===== config.mk =====
export PLATFORM = sky130hd
export DESIGN_NAME = main_fsm
export DESIGN_NICKNAME = d
export VERILOG_FILES = /design/src/rtl/main_fsm.sv
export SDC_FILE = /design/constraint.sdc
export NUM_CORES = 1
export LEC_CHECK = 0
export BUFFER_PORTS_ARGS = -buffer_cell sky130_fd_sc_hd__buf_2
export CAP_MARGIN = 30
export CORE_MARGIN = 2
export CORE_UTILIZATION = 30
export DETAILED_ROUTE_END_ITERATION = 12
export PLACE_DENSITY_LB_ADDON = 0.15
export REMOVE_ABC_BUFFERS = 1
export SLEW_MARGIN = 15
export SYNTH_ARGS = -nofsm -noshare
export SYNTH_HDL_FRONTEND = slang
export SYNTH_SLANG_ARGS = --single-unit

===== constraint.sdc =====
create_clock -name clk -period 1.6 [get_ports clk]
set_clock_uncertainty 0.1 [all_clocks]
set_input_delay 0.16 -clock clk [delete_from_list [all_inputs] [get_ports clk]]
set_output_delay 0.16 -clock clk [all_outputs]
set_load 0.005 [all_outputs]

===== src/rtl/main_fsm.sv =====
// main_fsm: multicycle RISC-V control FSM producing datapath strobes and mux selects.
// Define MAIN_FSM_JALR_EN to add the JALR / JALR_LINK states for op 1100111.
module main_fsm (
    input  logic       clk,
    input  logic       reset,
    input  logic [6:0] op,
    input  logic       Zero,
    input  logic       MemReady,
    output logic       PCWrite,
    output logic       AdrSrc,
    output logic       MemWrite,
    output logic       IRWrite,
    output logic [1:0] ResultSrc,
    output logic [1:0] ALUSrcA,
    output logic [1:0] ALUSrcB,
    output logic [1:0] ALUOp,
    output logic [1:0] ImmSrc,
    output logic       RegWrite,
    output logic       Illegal
);
    localparam logic [3:0] FETCH    = 4'd0;
    localparam logic [3:0] DECODE   = 4'd1;
    localparam logic [3:0] MEMADR   = 4'd2;
    localparam logic [3:0] MEMREAD  = 4'd3;
    localparam logic [3:0] MEMWB    = 4'd4;
    localparam logic [3:0] MEMWRITE = 4'd5;
    localparam logic [3:0] EXECR    = 4'd6;
    localparam logic [3:0] ALUWB    = 4'd7;
    localparam logic [3:0] EXECI    = 4'd8;
    localparam logic [3:0] JAL      = 4'd9;
    localparam logic [3:0] BEQ      = 4'd10;
    localparam logic [3:0] ILLEGAL  = 4'd11;
`ifdef MAIN_FSM_JALR_EN
    localparam logic [3:0] JALR      = 4'd12;
    localparam logic [3:0] JALR_LINK = 4'd13;
`endif

    logic [3:0] state, nxt, cur;

    always_ff @(posedge clk)
        state <= !reset ? FETCH : nxt;

    // While reset is low the outputs decode as FETCH, so mux selects take their FETCH values.
    assign cur = reset ? state : FETCH;

    assign ImmSrc = op == 7'b0100011 ? 2'b01 :
                    op == 7'b1100011 ? 2'b10 :
                    op == 7'b1101111 ? 2'b11 : 2'b00;

    always_comb begin
        nxt = state;
        case (state)
            FETCH:    nxt = MemReady ? DECODE : FETCH;
            DECODE:
                case (op)
                    7'b0000011, 7'b0100011: nxt = MEMADR;
                    7'b0110011:             nxt = EXECR;
                    7'b0010011:             nxt = EXECI;
                    7'b1101111:             nxt = JAL;
                    7'b1100011:             nxt = BEQ;
`ifdef MAIN_FSM_JALR_EN
                    7'b1100111:             nxt = JALR;
`endif
                    default:                nxt = ILLEGAL;
                endcase
            MEMADR:   nxt = op == 7'b0000011 ? MEMREAD : MEMWRITE;
            MEMREAD:  nxt = MemReady ? MEMWB : MEMREAD;
            MEMWRITE: nxt = MemReady ? FETCH : MEMWRITE;
            MEMWB, ALUWB, BEQ: nxt = FETCH;
            EXECR, EXECI, JAL: nxt = ALUWB;
`ifdef MAIN_FSM_JALR_EN
            JALR:      nxt = JALR_LINK;
            JALR_LINK: nxt = ALUWB;
`endif
            ILLEGAL:  nxt = ILLEGAL;
            default:  nxt = FETCH;
        endcase
    end

    always_comb begin
        PCWrite   = 1'b0;
        AdrSrc    = 1'b0;
        MemWrite  = 1'b0;
        IRWrite   = 1'b0;
        ResultSrc = 2'b00;
        ALUSrcA   = 2'b00;
        ALUSrcB   = 2'b00;
        ALUOp     = 2'b00;
        RegWrite  = 1'b0;
        Illegal   = 1'b0;
        case (cur)
            FETCH: begin
                ALUSrcB   = 2'b10;
                ResultSrc = 2'b10;
                IRWrite   = MemReady & reset;
                PCWrite   = MemReady & reset;
            end
            DECODE: begin
                ALUSrcA = 2'b01;
                ALUSrcB = 2'b01;
            end
            MEMADR: begin
                ALUSrcA = 2'b10;
                ALUSrcB = 2'b01;
            end
            MEMREAD: AdrSrc = 1'b1;
            MEMWB: begin
                ResultSrc = 2'b01;
                RegWrite  = 1'b1;
            end
            MEMWRITE: begin
                AdrSrc   = 1'b1;
                MemWrite = 1'b1;
            end
            EXECR: begin
                ALUSrcA = 2'b10;
                ALUOp   = 2'b10;
            end
            EXECI: begin
                ALUSrcA = 2'b10;
                ALUSrcB = 2'b01;
                ALUOp   = 2'b10;
            end
            ALUWB: RegWrite = 1'b1;
            JAL: begin
                ALUSrcA = 2'b01;
                ALUSrcB = 2'b10;
                PCWrite = 1'b1;
            end
            BEQ: begin
                ALUSrcA = 2'b10;
                ALUOp   = 2'b01;
                PCWrite = Zero;
            end
`ifdef MAIN_FSM_JALR_EN
            JALR: begin
                ALUSrcA = 2'b10;
                ALUSrcB = 2'b01;
            end
            JALR_LINK: begin
                ALUSrcA = 2'b01;
                ALUSrcB = 2'b10;
                PCWrite = 1'b1;
            end
`endif
            ILLEGAL: Illegal = 1'b1;
            default: ;
        endcase
    end
endmodule


==> results.toml, run 1 <==
[die]
die-area_um2 = 2530
io_pins = 27
coreArea_um2 = 1980
initial_utilization_pct = 32.4
die_h_um = 50.3
die_x_um = 50.3
fp-row-count = 16

[routing]
totalWireLength_um = 1910
post-route-drc-count = 0
routed-via-count = 819
drt_iter0_markers = 20
vias_per_cell = 5.28
drtAntennaViolNets = 0
wl_per_cell_um = 12.3
firstDrtPassIters = 4

[flow_run]
drv_cap = 0

[place]
portBuffers = 26
dp_cells = 146
gp_congestion = 0.778
post-place-ws_ns = 0.102
dp_hpwl_um = 1430

[pwr]
power_density_nw_per_um2 = 1460
power_leakage_uw = 0.000415
ir_worst_vdd_mv = 0.515

[final_layout]
largest_register_ffs = 4
top_regs = "state (4)"
drive_gt1_share_pct = 41.4
nets = 141
finalCoreUtilization_pct = 46.2
regMostFlops = "state"
area_growth_pct = 42.7
fill_cells = 217
n_antenna_cell = 0
layout.cells.non_filler = 155

[sta]
clock.fmax_ghz = 0.628
setup_viol = 0
hold_slack_ns = 0.177
slew_violations = 0
fin_crit_sh_pct = 99.5
rsz0062_at_grt = "yes"
hold_viol_final = 0
layout_setup_ws_ns = 0.00849
tightest_slew_ns = 0.347
tns_ns = 0
post-route-min-period_ns = 1.59
slew_headroom_pct = 76.5

[global_routing]
first_global_vias = 690
grt-busiest-layer = "met2"
use_met1_pct = 21.6
use_met3_pct = 5.65
grt_max_degree = 14
antenna_found_initial = 0
grtUsageMet2_pct = 22.8
grt_pass1_wl_um = 3060
overflow = 0
gr-usage-all-layers_pct = 15.7

[synthesis]
syn_avg_cell_area_um2 = 6.76
synth_common_cells = "nor2_1, buf_2, nand2_1, a21oi_1, nor3_1"
postSynthCellCount = 95
synthFlopType = "dfxtp_1"
synth_top_cell_area_share_pct = 12.5
ys_ff_latch = 4
syn_area_um2 = 642
synth_edf_count = 0
yosysWarnings = 0
yosysSeqAreaShare_pct = 12.5
async_reset_ff_share_pct = 0
yosysMostFrequentCell = "nor2_1"
yosys.area.top_type = "dfxtp_1"
synth_area_leaders = "dfxtp_1, nor2_1, buf_2"
synth_cell_types = 41

[critical_path]
crit_end = "PCWrite"
crit_required_ns = 1.34
cp-start-kind = "flop"
cp.arrival_ns = 1.33
critPathMaxFanout = 6
worstSetupPathType = "reg -> out"
regToRegEndpoint = "state[0]"
cp-startpoint = "state[0]"
r2r_slack_ns = 0.08
rr_worst_depth = 5
r2r_start = "state[0]"
endpoint_kind = "primary output"

[clock_network]
clock_latency_ns = 0.23
clk_pin_slew_worst_paths_ns = 0.04
ctsLongestPathBuffers = 2
htree_levels = 1
clock_sinks = 4
numCtsBuffers = 3
holdBufCountCts = 0
clockRootBuffer = "clkbuf_4"
cts_tree = "built"

[hold_path]
hold_class = "in -> reg"

[run_status]
outcome = "complete, no violations"
power breakdown:
group	total [µW]	leakage (µW)	switching (µW)	internal, µW
clock network	121	0.0000138	37.0	83.6
registers	212	0.0000342	56.7	155
logic	1010	0.000367	503	506
placed cells by master (no fill, tap or decap), drive strengths merged, types with 2 or more instances in the layout:
master   n
o21a     2
clkbuf   3
nor2    11
xor2     2
inv      3
or3      2
o41ai    2
nor2b    3
nand2    6
a21oi    5
dfxtp    4
and2b    2
o31ai    3
nand3b   2
buf     38
nor3     5
o21ai    4
nand2b   3
nand3    4
a211oi   4
worst min path at each step:
stage | startpoint | to | cells past startpoint
2_1_floorplan | op[4] | state[2] | 2
3_3_place_gp | op[4] | state[2] | 3
3_5_place_dp | op[4] | state[2] | 3
4_1_cts | op[4] | state[2] | 3
5_1_grt | op[4] | state[2] | 3
6_report | op[4] | state[2] | 3
critical path: stages (launching register included):
cell	delay (ns)
dfxtp_4	0.36
and2b_2	0.25
a21o_1	0.16
a32oi_1	0.15
nor2_1	0.06
buf_2	0.12
per-layer routing:
| metal | wire length, µm | vias to the layer above |
|---|---|---|
| li1 | - | 422 |
| met1 | 916 | 374 |
| met2 | 867 | 21 |
| met3 | 115 | 2 |
| met4 | 6 | 0 |
| met5 | 0 | - |
logic make-up after synthesis:
group	share of synthesized area, %
flip-flops	12.5
AND/OR/NAND/NOR	42.1
buffers and inverters	7.99
AO/OA/AOI/OAI	31.8
multiplexers	1.56
XOR/XNOR	4.09
repair_timing:
action | in CTS | in global routing
gates resized for setup | 6 | 8
hold endpoints to repair | 0 | 0
pin swaps | 0 | 4
buffers inserted | 5 | 1
setup endpoints to repair | 6 | 8
area by class of cell:
type	instances	area (µm²)	area share [%]
inverter	3	11.3	1.23
multi-input combinational	80	533	58.2
clock buffer	3	22.5	2.46
tap	27	33.8	3.69
timing repair buffer	38	228	24.9
sequential	4	87.6	9.56
per-stage QoR:
step | cell area [µm²] | total power, µW
6_report | 916 | 1340
5_1_grt | 916 | 1460
4_1_cts | 883 | 1280
3_5_place_dp | 811 | 1040
3_3_place_gp | 811 | 1050
2_1_floorplan | 602 | 730
No activity file was read; power rests on OpenSTA's default activity.
==> inputs of run 2 (changes only) <==
ABC_AREA = 1   (was unset)
==> run 2 against run 1 <==
Compared with the run above: cell area down 9.8%; register-to-register slack gained 0.21 ns; final cell count is 5.2% higher; worst setup slack better by 0.032 ns; critical path depth up 1; sequential power is essentially flat; global-route usage decreased by 0.12 points; total power shrank 19%; die area decreased by 9.9%; critical path type unchanged; largest cell class unchanged.
==> results.toml, run 2 <==
[sta]
setup_viol = 0
rsz0062_at_grt = "yes"
fin_crit_sh_pct = 97.5
hold_slack_ns = 0.208
hold_viol_final = 0
slew_violations = 0
post-route-min-period_ns = 1.56
tightest_slew_ns = 0.227
tns_ns = 0
clock.fmax_ghz = 0.641
slew_headroom_pct = 84.8

[clock_network]
cts_tree = "built"
htree_levels = 1
clockRootBuffer = "clkbuf_4"
numCtsBuffers = 3
clk_pin_slew_worst_paths_ns = 0.04
holdBufCountCts = 0
ctsLongestPathBuffers = 2
clock_sinks = 4
clock_latency_ns = 0.24

[place]
placed_cell_area_um2 = 734
gp_congestion = 0.794
portBuffers = 26
dp_hpwl_um = 1230

[synthesis]
ys_ff_latch = 4
postSynthCellCount = 103
synth_common_cells = "nand2_1, nor2_1, inv_1, nand3_1"
yosysSeqAreaShare_pct = 14.0
synth_cell_types = 19
syn_avg_cell_area_um2 = 5.56
synth_top_cell_area_share_pct = 19.0
yosysWarnings = 0
synth_area_leaders = "nand2_1, dfxtp_1, nor2_1"
synthFlopType = "dfxtp_1"
synth_edf_count = 0
async_reset_ff_share_pct = 0
yosys.area.top_type = "nand2_1"
syn_area_um2 = 573
yosysMostFrequentCell = "nand2_1"

[die]
die_h_um = 47.7
initial_utilization_pct = 32.5
die_x_um = 47.7
coreArea_um2 = 1760
fp-row-count = 15
die-area_um2 = 2280
io_pins = 27

[final_layout]
regMostFlops = "state"
final_common_cell = "nand2_1"
fill_cells = 212
top_regs = "state (4)"
multi_input_area_um2 = 415
n_antenna_cell = 0
drive_gt1_share_pct = 41.3
largest_register_ffs = 4
nets = 151
final_area_um2 = 826
mostFrequentLayoutCells = "nand2_1, buf_2, nor2_1"
finalCoreUtilization_pct = 46.8
seq_area_um2 = 88.8
area_growth_pct = 44.1

[routing]
firstDrtPassIters = 4
vias_per_cell = 4.53
routed-via-count = 739
wl_per_cell_um = 9.48
totalWireLength_um = 1550
drt_iter0_markers = 12
drtAntennaViolNets = 0
post-route-drc-count = 0

[pwr]
p_comb_share_pct = 68.3
internal_power_uw = 552
switching_power_uw = 529
power_density_nw_per_um2 = 1310
swShare_pct = 48.9
clkPwrFrac_pct = 11.8
ir_worst_vdd_mv = 0.621
seqPwrFrac_pct = 19.9
power_leakage_uw = 0.000455

[critical_path]
critPathMaxFanout = 5
endpoint_kind = "primary output"
cp.arrival_ns = 1.30
worstSetupPathType = "reg -> out"
cp-start-kind = "flop"
crit_family = "flip-flops"
slowest_stage = "dfxtp_4"
crit_buf_inv = 2
cp_slowest_stage_delay_ns = 0.38
crit_chain = "inv_1 -> nor2_1 -> nand2_1 -> o21ai_2 -> o21bai_1 -> buf_2"
crit_required_ns = 1.34

[run_status]
outcome = "complete, no violations"

[global_routing]
antenna_found_initial = 0
overflow = 0
grt_max_degree = 10
grt_pass1_wl_um = 2450
gr-usage-all-layers_pct = 15.6
first_global_vias = 595

[flow_run]
drv_cap = 0

[hold_path]
hold_class = "in -> reg"
## run 2: cell count changes in the layout (fill, tap and decap cells not counted), moves of 3 or more
cell,before,now
nor2_4,0,5
nor2_1,10,18
a211oi_1,4,0
nand2_1,6,29
buf_4,10,6
o31ai_1,3,0
inv_1,2,12
nand2_2,0,3
## run 2: routing by layer
layer / GRT usage, % / wire length [µm]
met1: 21.6 / 742
met2: 22.4 / 707
met3: 5.66 / 93
met4: 4.86 / 4
met5: 0 / 0
## run 2: path summary, 6_finish.rpt
path              slack [ns]          to  startpoint  cells after the start
setup / recovery        0.04  ALUSrcA[1]    state[2]                      6
hold / removal          0.21    state[2]       op[4]                      5
setup reg to reg        0.29    state[0]    state[0]                      6
hold reg to reg         0.62    state[3]    state[1]                      4
## run 2: layout make-up
cell class	instances	share of cell area, %
tap	25	3.79
multi-input combinational	82	50.3
sequential	4	10.8
inverter	17	11.2
clock buffer	3	2.73
timing repair buffer	32	21.2
## run 2: cell families after synthesis
family	synth area share, %
simple gates	57.4
compound gates	12.9
flops	14.0
buf+inv	15.7
## run 2: power by group through the flow
| stage | clock, µW | combinational, µW | sequential (µW) |
|---|---|---|---|
| 2_1_floorplan | 0 | 442 | 188 |
| 3_3_place_gp | 0 | 622 | 193 |
| 3_5_place_dp | 0 | 620 | 195 |
| 4_1_cts | 132 | 642 | 200 |
| 5_1_grt | 139 | 824 | 223 |
| 6_report | 127 | 738 | 215 |
## run 2: what timing repair did
item / 4_1_cts / 5_1_grt
setup endpoints to repair: 2 / 4
pin swaps: 1 / 2
setup buffers: 1 / 5
resized for setup: 3 / 7
## run 2: through the flow
step                setup WS (ns)  total power [µW]  instances
CTS                        0.0123               974        158
detailed placement          0.172               814        154
global placement            0.166               815        154
global route              -0.0521              1190        163
finish                     0.0408              1080        163
floorplan                   0.351               630        103
## run 2: worst min-delay path: cells and delay by family
kind,cells,cell delay [ns]
AND/OR/NAND/NOR,4,0.25
buffers and inverters,1,0.10
==> inputs of run 3 (changes only) <==
clock period = 1.3 ns   (was 1.6 ns; I/O delays follow)
==> run 3 against run 2 <==
Compared with the run above: the run now ends with setup timing left; hold slack worse by 0.019 ns; wire length is 15% higher; cell area is 18% higher; sequential share of layout area is 0.98 points lower; critical path depth is 2 higher; non-clock buffer count is 6 higher; combinational power is 63% higher; total power is 53% higher; register-to-register slack worse by 0.29 ns.
==> results.toml, run 3 (synthesis gave the netlist of run 2 again) <==
[run_status]
outcome = "finished with violations"
violations = "setup timing"

[die]
initial_utilization_pct = 32.5
die_h_um = 47.7
die_x_um = 47.7
fp-row-count = 15
coreArea_um2 = 1760
die-area_um2 = 2280
io_pins = 27

[pwr]
p_comb_share_pct = 72.2
internal_power_uw = 842
power_density_nw_per_um2 = 1700
clkPwrFrac_pct = 9.5
switching_power_uw = 814
seqPwrFrac_pct = 18.3
swShare_pct = 49.2
p_total_uw = 1660
power_leakage_uw = 0.000523
ir_worst_vdd_mv = 0.688

[critical_path]
cp_common_cell = "nor2_4"
endpoint_kind = "primary output"
critPathMaxFanout = 3
rr_worst_depth = 8
r2r_start = "state[1]"
crit_end = "ALUSrcA[1]"
r2r_slack_ns = 0
crit_buf_inv = 3
cp-startpoint = "state[3]"
crit_family = "flip-flops"
worstSetupPathType = "reg -> out"
crit_required_ns = 1.07
slowest_stage = "dfxtp_4"
cp_slowest_stage_delay_ns = 0.37
cp.arrival_ns = 1.27
cp-start-kind = "flop"
crit_cells = 8
crit_chain = "inv_4 -> nor2_4 -> inv_2 -> nor2_4 -> nand2_2 -> o21ai_2 -> o21bai_1 -> buf_2"
regToRegEndpoint = "state[0]"

[hold_path]
hold_class = "in -> reg"

[final_layout]
finalCoreUtilization_pct = 55.1
top_regs = "state (4)"
regMostFlops = "state"
area_growth_pct = 69.7
n_antenna_cell = 0
drive_gt1_share_pct = 59.0
nets = 157
final_common_cell = "buf_2"
mostFrequentLayoutCells = "buf_2, nand2_1, nor2_1"
seq_area_um2 = 95.1
fill_cells = 199
multi_input_area_um2 = 492
largest_register_ffs = 4

[routing]
drtAntennaViolNets = 0
drt_iter0_markers = 17
post-route-drc-count = 0
vias_per_cell = 4.59
routed-via-count = 776
firstDrtPassIters = 4
wl_per_cell_um = 10.5
totalWireLength_um = 1780

[clock_network]
holdBufCountCts = 0
clk_pin_slew_worst_paths_ns = 0.04
ctsLongestPathBuffers = 2
htree_levels = 1
numCtsBuffers = 3
cts_tree = "built"
clock_sinks = 4
clockRootBuffer = "clkbuf_4"
clock_latency_ns = 0.24

[sta]
hold_slack_ns = 0.189
setup_viol = 15
hold_viol_final = 0
slew_violations = 0
fin_crit_sh_pct = 116
layout_setup_ws_ns = -0.202
clock.fmax_ghz = 0.666
post-route-min-period_ns = 1.50
rsz0062_at_grt = "yes"
slew_headroom_pct = 86.4
tightest_slew_ns = 0.204

[global_routing]
overflow = 0
gr-usage-all-layers_pct = 16.9
antenna_found_initial = 0
grt_max_degree = 10
grt_pass1_wl_um = 2800
first_global_vias = 671

[place]
gp_congestion = 0.899
dp_hpwl_um = 1240
post-place-ws_ns = -0.0412
portBuffers = 26

[flow_run]
drv_cap = 0
==> run 3: changes by cell type in the layout (fill, tap and decap cells not counted), moves of 3 or more <==
cell,delta
buf_4,+4
buf_6,+3
inv_1,-4
nand2_1,-6
nand2_2,+3
nand2_4,+3
nor2_1,-7
nor2_2,+5
==> run 3: repair_timing <==
action,in CTS,in global routing
buffers inserted,5,4
setup endpoints to repair,15,16
endpoints found under the hold margin,0,0
resized for setup,25,19
pin swaps,7,10
==> run 3: power by group through the flow <==
| stage | clock, µW | sequential [µW] | combinational [µW] |
|---|---|---|---|
| 6_report | 158 | 302 | 1200 |
| 5_1_grt | 166 | 310 | 1310 |
| 4_1_cts | 161 | 295 | 992 |
| 3_5_place_dp | 0 | 239 | 781 |
| 3_3_place_gp | 0 | 238 | 791 |
| 2_1_floorplan | 0 | 231 | 544 |
==> run 3: worst min-delay path by stage <==
stage                     cells after the start     start       end  slack [ns]
after global placement                        5  MemReady  state[2]        0.44
final                                         3     reset  state[1]        0.19
after floorplan                               4  MemReady  state[2]        0.25
after CTS                                     3     reset  state[1]        0.18
after global routing                          3     reset  state[1]        0.19
after detailed placement                      5  MemReady  state[2]        0.41
==> run 3: stage by stage <==
step | setup TNS [ns] | instance area (µm²) | cells
after floorplan | 0 | 573 | 103
after global placement | -0.0993 | 757 | 157
after detailed placement | -0.0594 | 757 | 157
after CTS | -1.14 | 880 | 165
after global routing | -2.59 | 972 | 169
final | -1.60 | 972 | 169
==> run 3: area by class of cell <==
type                            instances  share of cell area, %
Inverter                               17                   10.0
Sequential cell                         4                   9.78
Multi-Input combinational cell         82                   50.6
Tap cell                               25                   3.22
Clock buffer                            3                   2.32
Timing Repair Buffer                   38                   24.1
==> run 3: worst register-to-register path, cell delays in order, from the launching register on <==
cell and delay, ns:
dfxtp_4 0.35, inv_4 0.08, nor2_4 0.05, buf_4 0.14, buf_4 0.13, nand2_2 0.08
nand3_2 0.08, nor2_2 0.12, a21oi_2 0.06
==> run 3: per-layer routing <==
layer  global-route usage (%)  up-vias  routed length, µm
met5                        0        -                  0
met4                     1.62        0                  0
li1                         -      408                  -
met1                     25.2      353                858
met2                     25.9       15                870
met3                     3.40        0                 51
